==> src/rtl/dcache_refill_unit_if.sv <==
// Signal bundle between the refill unit, the memory-side beat source, the
// store pipeline and the data SRAM write port. The slave side is the refill
// unit; the master side is whoever drives requests, beats and stores.
interface dcache_refill_unit_if #(
   parameter int SET_W  = 7,
   parameter int WORD_W = 3,
   parameter int XLEN   = 32
);

   logic                     io_req_valid;
   logic                     io_req_ready;
   logic [SET_W-1:0]         io_req_set;
   logic [WORD_W-1:0]        io_req_word;

   logic                     io_beat_valid;
   logic                     io_beat_ready;
   logic [XLEN-1:0]          io_beat_data;
   logic                     io_beat_last;

   logic                     io_st_valid;
   logic                     io_st_ready;
   logic [SET_W-1:0]         io_st_set;
   logic [WORD_W-1:0]        io_st_word;
   logic [XLEN-1:0]          io_st_data;

   logic                     io_w_en;
   logic [SET_W-1:0]         io_w_addr;
   logic [XLEN-1:0]          io_w_data_0;
   logic [XLEN-1:0]          io_w_data_1;
   logic [XLEN-1:0]          io_w_data_2;
   logic [XLEN-1:0]          io_w_data_3;
   logic [XLEN-1:0]          io_w_data_4;
   logic [XLEN-1:0]          io_w_data_5;
   logic [XLEN-1:0]          io_w_data_6;
   logic [XLEN-1:0]          io_w_data_7;
   logic [(1<<WORD_W)-1:0]   io_w_maskOH;

   logic                     io_busy;
   logic                     io_done;
   logic                     io_err;

   modport master (
      output io_req_valid, io_req_set, io_req_word,
      input  io_req_ready,
      output io_beat_valid, io_beat_data, io_beat_last,
      input  io_beat_ready,
      output io_st_valid, io_st_set, io_st_word, io_st_data,
      input  io_st_ready,
      input  io_w_en, io_w_addr, io_w_maskOH,
      input  io_w_data_0, io_w_data_1, io_w_data_2, io_w_data_3,
      input  io_w_data_4, io_w_data_5, io_w_data_6, io_w_data_7,
      input  io_busy, io_done, io_err
   );

   modport slave (
      input  io_req_valid, io_req_set, io_req_word,
      output io_req_ready,
      input  io_beat_valid, io_beat_data, io_beat_last,
      output io_beat_ready,
      input  io_st_valid, io_st_set, io_st_word, io_st_data,
      output io_st_ready,
      output io_w_en, io_w_addr, io_w_maskOH,
      output io_w_data_0, io_w_data_1, io_w_data_2, io_w_data_3,
      output io_w_data_4, io_w_data_5, io_w_data_6, io_w_data_7,
      output io_busy, io_done, io_err
   );

endinterface

==> src/rtl/dcache_refill_unit.sv <==
// Data-cache refill unit: gathers an 8-beat critical-word-first refill burst
// into a line buffer and commits it to the data SRAM in one write cycle, while
// forwarding single-word stores. Stores hitting the set being refilled are
// folded into the line buffer so the refill never clobbers newer data.
module dcache_refill_unit #(
   parameter int SETS  = 128,
   parameter int WORDS = 8,
   parameter int XLEN  = 32
) (
   input  logic                clock,
   input  logic                reset,
   dcache_refill_unit_if.slave bus
);

   localparam int SET_W  = $clog2(SETS);
   localparam int WORD_W = $clog2(WORDS);
   localparam logic [WORD_W-1:0] LAST_BEAT = WORD_W'(WORDS - 1);

   typedef enum logic [1:0] {
      IDLE  = 2'd0,
      FILL  = 2'd1,
      WRITE = 2'd2
   } state_t;

   state_t              state_q;
   state_t              state_d;

   logic [SET_W-1:0]    set_q;
   logic [WORD_W-1:0]   start_q;
   logic [WORD_W-1:0]   cnt_q;
   logic [WORDS-1:0]    merge_q;
   logic [XLEN-1:0]     buf_q [WORDS];
   logic                err_q;
   logic                done_q;

   logic                req_ready;
   logic                beat_ready;
   logic                st_ready;
   logic                req_fire;
   logic                beat_fire;
   logic                st_fire;
   logic                st_merge;
   logic                st_pass;
   logic [WORD_W-1:0]   beat_idx;
   logic                drop_beat;
   logic                beat_last_bad;

   logic                w_en;
   logic [SET_W-1:0]    w_addr;
   logic [WORDS-1:0]    w_mask;
   logic [XLEN-1:0]     w_data [WORDS];

   assign req_ready  = (state_q == IDLE);
   assign beat_ready = (state_q == FILL);
   assign st_ready   = (state_q != WRITE);

   assign req_fire   = bus.io_req_valid  & req_ready;
   assign beat_fire  = bus.io_beat_valid & beat_ready;
   assign st_fire    = bus.io_st_valid   & st_ready;

   // A store to the set being filled is absorbed into the line buffer;
   // every other accepted store goes straight to the array.
   assign st_merge   = st_fire & (state_q == FILL) & (bus.io_st_set == set_q);
   assign st_pass    = st_fire & ~st_merge;

   // Beat k of the burst lands in word (start + k) mod WORDS; the narrow
   // adder provides the wrap for free.
   assign beat_idx   = start_q + cnt_q;

   // A beat loses to any store that already claimed its word or claims it
   // in this same cycle.
   assign drop_beat  = merge_q[beat_idx] | (st_merge & (bus.io_st_word == beat_idx));

   // The source must mark exactly the final beat as last.
   assign beat_last_bad = bus.io_beat_last != (cnt_q == LAST_BEAT);

   // State register; reset abandons any burst in progress.
   always_ff @(posedge clock or negedge reset) begin
      if (!reset) begin
         state_q <= IDLE;
      end else begin
         state_q <= state_d;
      end
   end

   // Next-state logic: the burst length is fixed, so sequencing depends only
   // on the beat count and never on the source's last flag.
   always_comb begin
      state_d = state_q;
      case (state_q)
         IDLE:    if (req_fire) state_d = FILL;
         FILL:    if (beat_fire && (cnt_q == LAST_BEAT)) state_d = WRITE;
         WRITE:   state_d = IDLE;
         default: state_d = IDLE;
      endcase
   end

   // Line buffer, merge mask, beat counter and status flags.
   always_ff @(posedge clock or negedge reset) begin
      if (!reset) begin
         set_q   <= '0;
         start_q <= '0;
         cnt_q   <= '0;
         merge_q <= '0;
         err_q   <= 1'b0;
         done_q  <= 1'b0;
         for (int i = 0; i < WORDS; i++) begin
            buf_q[i] <= '0;
         end
      end else begin
         done_q <= (state_q == WRITE);
         if (req_fire) begin
            set_q   <= bus.io_req_set;
            start_q <= bus.io_req_word;
            cnt_q   <= '0;
            merge_q <= '0;
            err_q   <= 1'b0;
         end
         if (beat_fire) begin
            cnt_q <= cnt_q + WORD_W'(1);
            if (!drop_beat) begin
               buf_q[beat_idx] <= bus.io_beat_data;
            end
            if (beat_last_bad) begin
               err_q <= 1'b1;
            end
         end
         if (st_merge) begin
            buf_q[bus.io_st_word]   <= bus.io_st_data;
            merge_q[bus.io_st_word] <= 1'b1;
         end
      end
   end

   // Array write port: the line commit owns it in WRITE (stores are held off
   // there), otherwise a pass-through store drives it in the same cycle.
   always_comb begin
      w_en   = 1'b0;
      w_addr = '0;
      w_mask = '0;
      for (int i = 0; i < WORDS; i++) begin
         w_data[i] = '0;
      end
      if (state_q == WRITE) begin
         w_en   = 1'b1;
         w_addr = set_q;
         w_mask = '1;
         for (int i = 0; i < WORDS; i++) begin
            w_data[i] = buf_q[i];
         end
      end else if (st_pass) begin
         w_en   = 1'b1;
         w_addr = bus.io_st_set;
         w_mask = WORDS'(1) << bus.io_st_word;
         for (int i = 0; i < WORDS; i++) begin
            w_data[i] = bus.io_st_data;
         end
      end
   end

   assign bus.io_req_ready  = req_ready;
   assign bus.io_beat_ready = beat_ready;
   assign bus.io_st_ready   = st_ready;
   assign bus.io_busy       = (state_q != IDLE);
   assign bus.io_done       = done_q;
   assign bus.io_err        = err_q;

   assign bus.io_w_en       = w_en;
   assign bus.io_w_addr     = w_addr;
   assign bus.io_w_maskOH   = w_mask;
   assign bus.io_w_data_0   = w_data[0];
   assign bus.io_w_data_1   = w_data[1];
   assign bus.io_w_data_2   = w_data[2];
   assign bus.io_w_data_3   = w_data[3];
   assign bus.io_w_data_4   = w_data[4];
   assign bus.io_w_data_5   = w_data[5];
   assign bus.io_w_data_6   = w_data[6];
   assign bus.io_w_data_7   = w_data[7];

endmodule

==> src/flat_wrapper.sv <==
// flat-port wrapper written by rule: the top's interface ports become plain ports
module dcache_refill_unit_flat 
#(
   parameter int SETS  = 128,
   parameter int WORDS = 8,
   parameter int XLEN  = 32
)
  (clock, reset, bus_io_req_valid, bus_io_req_set, bus_io_req_word, bus_io_req_ready, bus_io_beat_valid, bus_io_beat_data, bus_io_beat_last, bus_io_beat_ready, bus_io_st_valid, bus_io_st_set, bus_io_st_word, bus_io_st_data, bus_io_st_ready, bus_io_w_en, bus_io_w_addr, bus_io_w_maskOH, bus_io_w_data_0, bus_io_w_data_1, bus_io_w_data_2, bus_io_w_data_3, bus_io_w_data_4, bus_io_w_data_5, bus_io_w_data_6, bus_io_w_data_7, bus_io_busy, bus_io_done, bus_io_err);
  dcache_refill_unit_if #(.XLEN(XLEN)) bus_i ();
  input  logic clock;
  input  logic reset;
  input wire logic [$bits(bus_i.io_req_valid)-1:0] bus_io_req_valid;
  input wire logic [$bits(bus_i.io_req_set)-1:0] bus_io_req_set;
  input wire logic [$bits(bus_i.io_req_word)-1:0] bus_io_req_word;
  output wire logic [$bits(bus_i.io_req_ready)-1:0] bus_io_req_ready;
  input wire logic [$bits(bus_i.io_beat_valid)-1:0] bus_io_beat_valid;
  input wire logic [$bits(bus_i.io_beat_data)-1:0] bus_io_beat_data;
  input wire logic [$bits(bus_i.io_beat_last)-1:0] bus_io_beat_last;
  output wire logic [$bits(bus_i.io_beat_ready)-1:0] bus_io_beat_ready;
  input wire logic [$bits(bus_i.io_st_valid)-1:0] bus_io_st_valid;
  input wire logic [$bits(bus_i.io_st_set)-1:0] bus_io_st_set;
  input wire logic [$bits(bus_i.io_st_word)-1:0] bus_io_st_word;
  input wire logic [$bits(bus_i.io_st_data)-1:0] bus_io_st_data;
  output wire logic [$bits(bus_i.io_st_ready)-1:0] bus_io_st_ready;
  output wire logic [$bits(bus_i.io_w_en)-1:0] bus_io_w_en;
  output wire logic [$bits(bus_i.io_w_addr)-1:0] bus_io_w_addr;
  output wire logic [$bits(bus_i.io_w_maskOH)-1:0] bus_io_w_maskOH;
  output wire logic [$bits(bus_i.io_w_data_0)-1:0] bus_io_w_data_0;
  output wire logic [$bits(bus_i.io_w_data_1)-1:0] bus_io_w_data_1;
  output wire logic [$bits(bus_i.io_w_data_2)-1:0] bus_io_w_data_2;
  output wire logic [$bits(bus_i.io_w_data_3)-1:0] bus_io_w_data_3;
  output wire logic [$bits(bus_i.io_w_data_4)-1:0] bus_io_w_data_4;
  output wire logic [$bits(bus_i.io_w_data_5)-1:0] bus_io_w_data_5;
  output wire logic [$bits(bus_i.io_w_data_6)-1:0] bus_io_w_data_6;
  output wire logic [$bits(bus_i.io_w_data_7)-1:0] bus_io_w_data_7;
  output wire logic [$bits(bus_i.io_busy)-1:0] bus_io_busy;
  output wire logic [$bits(bus_i.io_done)-1:0] bus_io_done;
  output wire logic [$bits(bus_i.io_err)-1:0] bus_io_err;
  assign bus_i.io_req_valid = bus_io_req_valid;
  assign bus_i.io_req_set = bus_io_req_set;
  assign bus_i.io_req_word = bus_io_req_word;
  assign bus_io_req_ready = bus_i.io_req_ready;
  assign bus_i.io_beat_valid = bus_io_beat_valid;
  assign bus_i.io_beat_data = bus_io_beat_data;
  assign bus_i.io_beat_last = bus_io_beat_last;
  assign bus_io_beat_ready = bus_i.io_beat_ready;
  assign bus_i.io_st_valid = bus_io_st_valid;
  assign bus_i.io_st_set = bus_io_st_set;
  assign bus_i.io_st_word = bus_io_st_word;
  assign bus_i.io_st_data = bus_io_st_data;
  assign bus_io_st_ready = bus_i.io_st_ready;
  assign bus_io_w_en = bus_i.io_w_en;
  assign bus_io_w_addr = bus_i.io_w_addr;
  assign bus_io_w_maskOH = bus_i.io_w_maskOH;
  assign bus_io_w_data_0 = bus_i.io_w_data_0;
  assign bus_io_w_data_1 = bus_i.io_w_data_1;
  assign bus_io_w_data_2 = bus_i.io_w_data_2;
  assign bus_io_w_data_3 = bus_i.io_w_data_3;
  assign bus_io_w_data_4 = bus_i.io_w_data_4;
  assign bus_io_w_data_5 = bus_i.io_w_data_5;
  assign bus_io_w_data_6 = bus_i.io_w_data_6;
  assign bus_io_w_data_7 = bus_i.io_w_data_7;
  assign bus_io_busy = bus_i.io_busy;
  assign bus_io_done = bus_i.io_done;
  assign bus_io_err = bus_i.io_err;
  dcache_refill_unit #(.SETS(SETS), .WORDS(WORDS), .XLEN(XLEN)) u_core (.clock(clock), .reset(reset), .bus(bus_i));
endmodule
==> config.mk <==
export PLATFORM = sky130hd
export DESIGN_NAME = dcache_refill_unit_flat
export DESIGN_NICKNAME = d
export VERILOG_FILES = /design/src/rtl/dcache_refill_unit_if.sv /design/src/rtl/dcache_refill_unit.sv /design/src/flat_wrapper.sv
export SDC_FILE = /design/constraint.sdc
export NUM_CORES = 1
export LEC_CHECK = 0
export CORE_MARGIN = 4
export CORE_UTILIZATION = 40
export CTS_BUF_LIST = sky130_fd_sc_hd__clkbuf_16
export DETAILED_ROUTE_END_ITERATION = 12
export PLACE_DENSITY = 0.65
export SYNTH_ARGS = -nofsm -noshare
export SYNTH_HDL_FRONTEND = slang
export SYNTH_SLANG_ARGS = --single-unit
==> constraint.sdc <==
create_clock -name clock -period 4.2 [get_ports clock]
set_input_delay 1.26 -clock clock [delete_from_list [all_inputs] [get_ports clock]]
set_output_delay 1.26 -clock clock [all_outputs]
set_load 0.05 [all_outputs]
Yosys cells after proc, flatten, opt, wreduce, memory -nomap -nowiden
Index checks and enable logic that the tools add are counted.
{ "word_totals": {"register_bits": 281, "input_bits": 90, "output_inout_bits": 278, "elab_cells": 85} }
{ "classes": {"add_sub_neg": 2, "magnitude_cmp": 7, "n_eq_ne": 9, "shifts": 1, "mux": 31, "bitwise": 12, "reduce_logical": 8} }
{ "ops": {"columns": ["operator", "count"], "rows": [
  ["$mux 256", 5],
  ["$bwmux 256", 2],
  ["$demux 32 s3", 2],
  ["$mux 32", 2],
  ["$mux 8", 4],
  ["$mux 7", 2],
  ["$ge 4x4->1 const B", 2],
  ["$lt 3x4->1 const B", 2],
  ["$lt 4x1->1 const B", 2],
  ["$not 3->4", 2],
  ["$or 8x8->8", 1],
  ["$shl 1x3->8 const A", 1],
  ["$and 1x1->1", 7],
  ["$eq 7x7->1", 1],
  ["$mux 1", 7],
  ["$mux 3", 2],
  ["$ne 2x2->1 const B", 3],
  ["$logic_and 1x1->1", 4],
  ["$mux 2", 2],
  ["$pmux 2 s2", 1],
  ["$reduce_bool 2->1", 2],
  ["$add 3x1->3 const B", 1],
  ["$add 3x3->3", 1],
  ["$bmux 1 s3", 1],
  ["11 further kinds", 11]
]} }

Depth between registers and ports, before layout
Gate-level depths: netlist of the first run.
{ "depth": {"depth_word": 11, "depth_mapped": 10, "mapped_depth_nobuf": 7} }

Worst setup path after synthesis of the first run
Ideal clock, no wire load.
{ "synth_path": {"path_type": "input-to-output", "startpoint": "in bus_io_st_set[4]", "endpoint": "out bus_io_w_maskOH[0]", "arrival_time_ns": 3.595, "t_required_ns": 2.940, "setup_slack_ns": -0.655, "cell_stages": 5, "path_buffers": 1, "cell_sequence": "xor2_1 > nor4_2 > buf_2 > a21o_1 > o41ai_1"} }
{ "synth_via": {"elab_chain_len": 6} }
{ "synth_lines": {"columns": ["element", "line_no", "text"], "rows": [
  ["start, declared", "flat_wrapper.sv:21", "input wire logic [$bits(bus_i.io_st_set)-1:0] bus_io_st_set;"],
  ["$eq 7x7->1", "dcache_refill_unit.sv:63", "assign st_merge = st_fire & (state_q == FILL) & (bus.io_st_set == set_q);"],
  ["$and 1x1->1", "dcache_refill_unit.sv:63", null],
  ["$not 1->1", "dcache_refill_unit.sv:64", "assign st_pass = st_fire & ~st_merge;"],
  ["$and 1x1->1", "dcache_refill_unit.sv:64", null],
  ["$mux 8", "dcache_refill_unit.sv:151", "end else if (st_pass) begin"],
  ["$mux 8", "dcache_refill_unit.sv:144", "if (state_q == WRITE) begin"],
  ["end, declared", "flat_wrapper.sv:27", "output wire logic [$bits(bus_i.io_w_maskOH)-1:0] bus_io_w_maskOH;"]
]} }
Every way passes these cells.

Worst setup path in the final report of the first run
{ "layout_path": {"startpoint": "in bus_io_st_valid", "endpoint": "out bus_io_w_data_2[16]"} }
{ "layout_via": {"elab_chain_len": 7} }
{ "layout_lines": {"columns": ["element", "line_no", "text"], "rows": [
  ["start, declared", "flat_wrapper.sv:20", "input wire logic [$bits(bus_i.io_st_valid)-1:0] bus_io_st_valid;"],
  ["$and 1x1->1 *", "dcache_refill_unit.sv:59", "assign st_fire = bus.io_st_valid & st_ready;"],
  ["$and 1x1->1 (2 in series)", "dcache_refill_unit.sv:63", null],
  ["$not 1->1", "dcache_refill_unit.sv:64", null],
  ["$and 1x1->1 *", "dcache_refill_unit.sv:64", null],
  ["$mux 256 *", "dcache_refill_unit.sv:151", null],
  ["$mux 256 *", "dcache_refill_unit.sv:144", null],
  ["end, declared", "flat_wrapper.sv:30", "output wire logic [$bits(bus_i.io_w_data_2)-1:0] bus_io_w_data_2;"]
]} }
Every way passes the cells marked *; elsewhere a longest branch is shown, timed or not.

==> impl_metrics.env, run 1 <==
export IMPL_outcome="finished clean"
export IMPL_yosys_top_cells_area="dfrtp_1, nand2_1, a31oi_1"
export IMPL_p_int_w=0.00766
export IMPL_io_buffers=367
export IMPL_dpl_cell_area_um2=21500
export IMPL_cts_tree="yes"
export IMPL_fillers=3961
export IMPL_ff2ff_path_depth=7
export IMPL_setup_ws_ps=60.6
export IMPL_p_clk_share_pct=20.1
export IMPL_max_slew_margin_pct=20.9
export IMPL_vias=19600
export IMPL_post_route_period_util_pct=98.6
export IMPL_drv_slew=0
export IMPL_track_usage_pct=31.4
export IMPL_critPathMaxFanout=9
export IMPL_pwr_share_comb_pct=46.8
export IMPL_cts_hold_buf=0
export IMPL_worstMarginPinSlew_ps=1190
export IMPL_share_seq_of_total_power_pct=33.1
export IMPL_power_density_nw_per_um2=589
export IMPL_cts_buffers=31
export IMPL_reg2reg_slack_ps=830
export IMPL_route_detailed_drc=0
export IMPL_ys_seq_elements=281
export IMPL_max_cap_violations=0
export IMPL_met2_wirelength_um=35300
export IMPL_die_w_um=215
export IMPL_nets=2744
export IMPL_area_sequential_um2=7030
export IMPL_cp_end_kind="output port"
export IMPL_synth_ff_type="dfrtp_1"
export IMPL_synth_top_area_share_pct=41.1
export IMPL_ir_drop_uv=329
export IMPL_cts_root_buf="clkbuf_16"
export IMPL_antenna_found_initial=1
export IMPL_crit_start="bus_io_st_valid"
export IMPL_drt_wl_total_um=77300
export IMPL_synth_distinct_cells=43
export IMPL_wl_met1_um=30500
export IMPL_dp_hpwl_um=49600
export IMPL_top_layer="met4"
export IMPL_cp_cell_sequence="clkdlybuf4s50_1, nand2_2, a21oi_4, buf_4, buf_12, nand2_1, buf_6, nand2_1, buf_4"
export IMPL_finalSetupViolations=0
export IMPL_synth_area_um2=17100
export IMPL_hold_violations=0
export IMPL_p_sw_share_pct=44.0
export IMPL_min_period_ps=4140
export IMPL_clock_latency_ps=570
export IMPL_critPathSlowestCell="clkdlybuf4s50_1"
export IMPL_switching_power_w=0.00602
export IMPL_ys_seq_area_share_pct=41.1
export IMPL_core_um2=42100
export IMPL_required_ps=2940
export IMPL_yosysWarningCount=0
export IMPL_fin_tns_setup_ps=0
export IMPL_critical_path_class="in -> out"
export IMPL_synth_async_reset_ratio_pct=100
export IMPL_grt_max_degree=91
export IMPL_num_rows=75
export IMPL_fin_worst_skew_ps=22.2
export IMPL_ioPinCount=368
export IMPL_final_cell_mix="nand2_1, buf_4, a31oi_1"
export IMPL_leakage_nw=10.9
export IMPL_multi_input_area_um2=9430
export IMPL_ctsLongestPathBuffers=3
export IMPL_route_met3_wl_um=7840
export IMPL_synthCells=2355
export IMPL_globalplace_congestion=0.861
export IMPL_timing_rr_start="u_core.cnt_q[0]"
export IMPL_min_path_type="reg -> reg"
export IMPL_r2r_end="u_core.buf_q[177]"
export IMPL_final_common_cell="nand2_1"
export IMPL_viasPerCell=6.10
export IMPL_synth_nets=2449
export IMPL_htree_levels=1
export IMPL_first_iter_violations=2360
export IMPL_area_growth_synth_to_final_pct=36.0
export IMPL_yosys_area_top_type="dfrtp_1"
export IMPL_ant_nets=0
export IMPL_cts_sinks=281
export IMPL_cts_clk_slew_worst_paths_ps=60
export IMPL_wl_per_cell_um=24.1
export IMPL_globalRouteOverflowTotal=0
export IMPL_fmax_mhz=242
export IMPL_final_area_um2=23200
export IMPL_cpPeakStageDelay_ps=510
export IMPL_startpoint_type="input pin"
export IMPL_worstPathArrival_ps=2880
export IMPL_grt_pass1_wl_um=115000
export IMPL_drive_gt1_share_pct=24.7
export IMPL_synth_enable_flop_cells=0
export IMPL_die_height_um=215
export IMPL_dieArea_um2=46100
export IMPL_crit_path_end="bus_io_w_data_2[16]"
export IMPL_grt_pass1_vias=19200
export IMPL_start_util_pct=40.6
export IMPL_synth_avg_cell_area_um2=7.26
export IMPL_pre_cts_ws_ps=-449
export IMPL_firstDrtPassIters=6
-- logic make-up (layout without fill, tap and decap cells) --
family          Yosys count  after routing  share of synthesized area (%)
compound gates          794            794                           25.8
simple gates            894            894                           21.8
fa+ha+maj                 4              4                          0.337
other cells               0              1                              0
mux                      42             42                           2.53
flops                   281            281                           41.1
buf+inv                 328            647                           7.67
xor+xnor                 12             12                          0.783
-- power by group through the flow --
stage | sequential, W | combinational [W] | clock [W]
2_1_floorplan | 0.00433 | 0.00403 | 0
3_3_place_gp | 0.00447 | 0.00597 | 0
3_5_place_dp | 0.00451 | 0.00616 | 0
4_1_cts | 0.00448 | 0.00624 | 0.00277
5_1_grt | 0.00463 | 0.00685 | 0.00287
6_report | 0.00453 | 0.00640 | 0.00274
-- cell type report --
cell class,instances,area share (%)
tap,539,2.90
timing repair buffer,522,20.9
antenna,1,0.0108
sequential,281,30.3
multi-input combinational,1746,40.6
inverter,68,1.12
clock buffer,31,3.34
clock inverter,26,0.931
-- worst min-delay path by stage --
stage,start,end,slack [ps],cells after the start
global route,u_core.merge_q[0],u_core.merge_q[0],500,1
detailed placement,u_core.merge_q[0],u_core.merge_q[0],480,1
global placement,u_core.merge_q[0],u_core.merge_q[0],460,1
finish,u_core.bus.io_err,u_core.bus.io_err,490,2
CTS,u_core.merge_q[0],u_core.merge_q[0],490,1
floorplan,u_core.merge_q[0],u_core.merge_q[0],440,1
-- per-layer routing --
metal | vias up | global-route usage (%)
li1 | 8655 | -
met1 | 9475 | 42.5
met2 | 1246 | 50.2
met3 | 232 | 5.52
met4 | 0 | 12.9
met5 | - | 0
-- synth_stat cells, types with 4 or more instances --
| library cell | count |
|---|---|
| o21ai_0 | 259 |
| a31oi_1 | 283 |
| nand2b_1 | 5 |
| inv_1 | 67 |
| nand3_1 | 9 |
| or3_1 | 6 |
| and3_1 | 9 |
| nand2_1 | 567 |
| nor2_1 | 192 |
| a22o_1 | 10 |
| buf_2 | 28 |
| dfrtp_1 | 281 |
| nor4_1 | 7 |
| buf_6 | 6 |
| o31ai_1 | 4 |
| xor2_1 | 9 |
| mux2i_1 | 32 |
| nor2_2 | 40 |
| nor3_1 | 41 |
| clkbuf_1 | 217 |
| buf_1 | 9 |
| mux2_2 | 10 |
| a21oi_1 | 231 |
-- sequential cells by signal (all words and copies together), names as in the netlist --
register and count:
u_core.merge_q 8, u_core.state_q 2, u_core.cnt_q 3, u_core.start_q 3, u_core.set_q 7, u_core.bus.io_err 1, u_core.buf_q 256, u_core.bus.io_done 1
-- stage by stage --
stage	power [W]	std cells	hold WS [ps]	util, %
6_report	0.0137	3214	489	55.2
5_1_grt	0.0144	3214	497	55.2
4_1_cts	0.0135	3205	489	54.3
3_5_place_dp	0.0107	3142	475	51.1
3_3_place_gp	0.0104	3142	455	51.1
2_1_floorplan	0.00835	2355	445	-
-- timing repair --
action / in CTS / in global routing
pin swaps: 1 / 9
cloned: 2 / 1
setup endpoints to repair: 272 / 259
buffers inserted: 4 / 8
gates resized for setup: 90 / 80
-- critical path: cells and delay by family --
family,cells,cell delay (ps)
compound gates,1,180
buf+inv,5,1160
simple gates,3,260
(Power assumes the default switching activity.)
==> run 2, diff against run 1 <==
--- a/config.mk
+++ b/config.mk
@@ -5,10 +5,10 @@
 export SDC_FILE = /design/constraint.sdc
 export NUM_CORES = 1
 export LEC_CHECK = 0
-export CORE_MARGIN = 4
 export CORE_UTILIZATION = 40
 export CTS_BUF_LIST = sky130_fd_sc_hd__clkbuf_16
 export DETAILED_ROUTE_END_ITERATION = 12
+export MAX_ROUTING_LAYER = met4
 export PLACE_DENSITY = 0.65
 export SYNTH_ARGS = -nofsm -noshare
 export SYNTH_HDL_FRONTEND = slang
==> run 2 against run 1 <==
Maximum frequency is 0.38% lower; first-iteration DRC count up 7.4%; flip-flop and latch count is the same; die area decreased by 5.5%; critical path depth fell by 1; sequential share of layout area shrank 0.21 points; largest cell class unchanged; highest routed layer unchanged; count of clock-buffer cells in the layout up 4; combinational power about the same; clock power is 2% higher; worst setup slack worse by 16 ps; sequential power barely moved.
==> impl_metrics.env, run 2 (synthesized netlist as in run 1, its figures left out) <==
export IMPL_worstPathArrival_ps=2900
export IMPL_dp_hpwl_um=48500
export IMPL_timing_rr_start="u_core.cnt_q[0]"
export IMPL_holdCritStartpoint="u_core.bus.io_err"
export IMPL_die_w_um=209
export IMPL_grt_max_degree=107
export IMPL_start_util_pct=40.6
export IMPL_largest_reg_flops=256
export IMPL_min_period_ps=4160
export IMPL_reg_top3="u_core.buf_q: 256 flops, u_core.merge_q: 8 flops, u_core.set_q: 7 flops"
export IMPL_route_detailed_drc=0
export IMPL_viasPerCell=6.10
export IMPL_finalSetupViolations=0
export IMPL_p_sw_share_pct=43.9
export IMPL_area_growth_synth_to_final_pct=37.0
export IMPL_top_register="u_core.buf_q"
export IMPL_critPathSlowestCell="clkdlybuf4s50_1"
export IMPL_leakage_nw=11.0
export IMPL_num_rows=75
export IMPL_rsz0062_at_grt="no"
export IMPL_nets=2739
export IMPL_globalplace_congestion=0.913
export IMPL_max_cap_violations=0
export IMPL_cts_buffers=34
export IMPL_final_area_um2=23400
export IMPL_finalNonFillerCells=3210
export IMPL_clock_latency_ps=520
export IMPL_post_route_period_util_pct=98.9
export IMPL_p_int_w=0.00770
export IMPL_max_slew_margin_pct=30.6
export IMPL_globalRouteOverflowTotal=0
export IMPL_cts_clk_slew_worst_paths_ps=60
export IMPL_min_path_cells=2
export IMPL_drv_slew=0
export IMPL_cp_cell_sequence="clkdlybuf4s50_1, nand2_2, a21oi_4, buf_12, buf_12, nand2_4, o31ai_4, buf_12"
export IMPL_firstDrtPassIters=7
export IMPL_share_seq_of_total_power_pct=33.1
export IMPL_area_sequential_um2=7030
export IMPL_fmax_mhz=241
export IMPL_multi_input_area_um2=9450
export IMPL_fin_worst_skew_ps=19.2
export IMPL_ff2ff_path_depth=7
export IMPL_dieArea_um2=43600
export IMPL_totalPowerFinal_w=0.0137
export IMPL_cts_hold_buf=0
export IMPL_cp_end_kind="output port"
export IMPL_critical_path_class="in -> out"
export IMPL_holdPathEnd="u_core.bus.io_err"
export IMPL_htree_levels=2
export IMPL_fin_tns_setup_ps=0
export IMPL_r2r_end="u_core.buf_q[173]"
export IMPL_pre_cts_ws_ps=-376
export IMPL_cts_tree="yes"
export IMPL_reg2reg_slack_ps=830
export IMPL_required_ps=2940
export IMPL_setup_ws_ps=45.0
export IMPL_wl_per_cell_um=23.6
export IMPL_switching_power_w=0.00603
export IMPL_cts_root_buf="clkbuf_16"
export IMPL_min_path_type="reg -> reg"
export IMPL_antenna_found_initial=1
export IMPL_crit_path_frequent_cell="buf_12"
export IMPL_cpPeakStageDelay_ps=490
export IMPL_dpl_cell_area_um2=21500
export IMPL_startpoint_type="input pin"
export IMPL_die_height_um=209
export IMPL_dp_cells=3142
export IMPL_ctsLongestPathBuffers=3
export IMPL_outcome="finished clean"
export IMPL_worstMarginPinSlew_ps=1040
export IMPL_ir_drop_uv=329
export IMPL_critPathMaxFanout=6
export IMPL_pwr_share_comb_pct=46.5
export IMPL_ant_nets=0
export IMPL_final_cell_mix="nand2_1, a31oi_1, buf_4, dfrtp_1, a21oi_1"
export IMPL_first_iter_violations=2534
export IMPL_final_common_cell="nand2_1"
export IMPL_cts_sinks=281
export IMPL_fillers=3943
export IMPL_drt_wl_total_um=75600
export IMPL_hold_violations=0
export IMPL_drive_gt1_share_pct=24.3
export IMPL_ioPinCount=368
export IMPL_vias=19600
export IMPL_grt_pass1_vias=19600
export IMPL_io_buffers=367
export IMPL_power_density_nw_per_um2=587
export IMPL_grt_pass1_wl_um=115000
export IMPL_p_clk_share_pct=20.4
export IMPL_core_um2=42000
export IMPL_track_usage_pct=34.8
==> run 2: cell types whose count changed in the layout (fill, tap and decap cells not counted), sizes merged <==
| cell | change |
|---|---|
| clkdlybuf4s15 | +1 |
| clkbuf | +4 |
| inv | +14 |
| diode | +1 |
| clkinvlp | -1 |
| bufinv | -2 |
| clkinv | -12 |
| buf | -9 |
==> run 2: timing repair <==
item	4_1_cts	5_1_grt
setup buffers	29	1
gates cloned	2	1
pin swaps	10	3
gates resized for setup	144	75
endpoints found under the setup margin	272	207
==> run 2: critical path: cells and delay by family <==
family          cells  cell delay (ps)
buf+inv             4             1020
compound gates      2              440
simple gates        2              170
==> run 2: power by group through the flow <==
stage          sequential [W]  combinational, W  clock, W
2_1_floorplan         0.00433           0.00403         0
3_3_place_gp          0.00447           0.00595         0
3_5_place_dp          0.00452           0.00615         0
4_1_cts               0.00450           0.00627   0.00283
5_1_grt               0.00465           0.00686   0.00293
6_report              0.00454           0.00638   0.00280
==> run 2: worst max path at each step <==
stage                          start             endpoint  slack [ps]  cells after the start
floorplan           bus_io_st_set[4]   bus_io_w_maskOH[3]        -360                      6
global placement    bus_io_st_set[1]   bus_io_w_maskOH[1]        -300                      8
detailed placement  bus_io_st_set[4]   bus_io_w_maskOH[1]        -380                      8
CTS                  bus_io_st_valid  bus_io_w_data_6[27]         -20                      7
global route         bus_io_st_valid   bus_io_w_maskOH[1]         0.6                      8
finish               bus_io_st_valid   bus_io_w_maskOH[1]          40                      8
==> run 2: area by class of cell <==
cell class                      count  area share, %
Timing Repair Buffer              514           21.1
Inverter                           68           1.11
Clock buffer                       35           3.74
Multi-Input combinational cell   1746           40.4
Antenna cell                        2         0.0214
Clock inverter                     25          0.658
Sequential cell                   281           30.0
Tap cell                          539           2.88
==> run 2: per-stage QoR <==
stage	hold slack (ps)	utilization, %
2_1_floorplan	445	-
3_3_place_gp	458	51.1
3_5_place_dp	465	51.1
4_1_cts	479	55.0
5_1_grt	487	55.7
6_report	482	55.7
==> run 2: metal layers <==
layer,GRT usage (%),vias up,wire (um)
li1,-,8665,-
met1,45.6,9458,30600
met2,52.5,1241,34000
met3,5.68,229,7420
met4,16.9,0,3560
met5,-,-,0
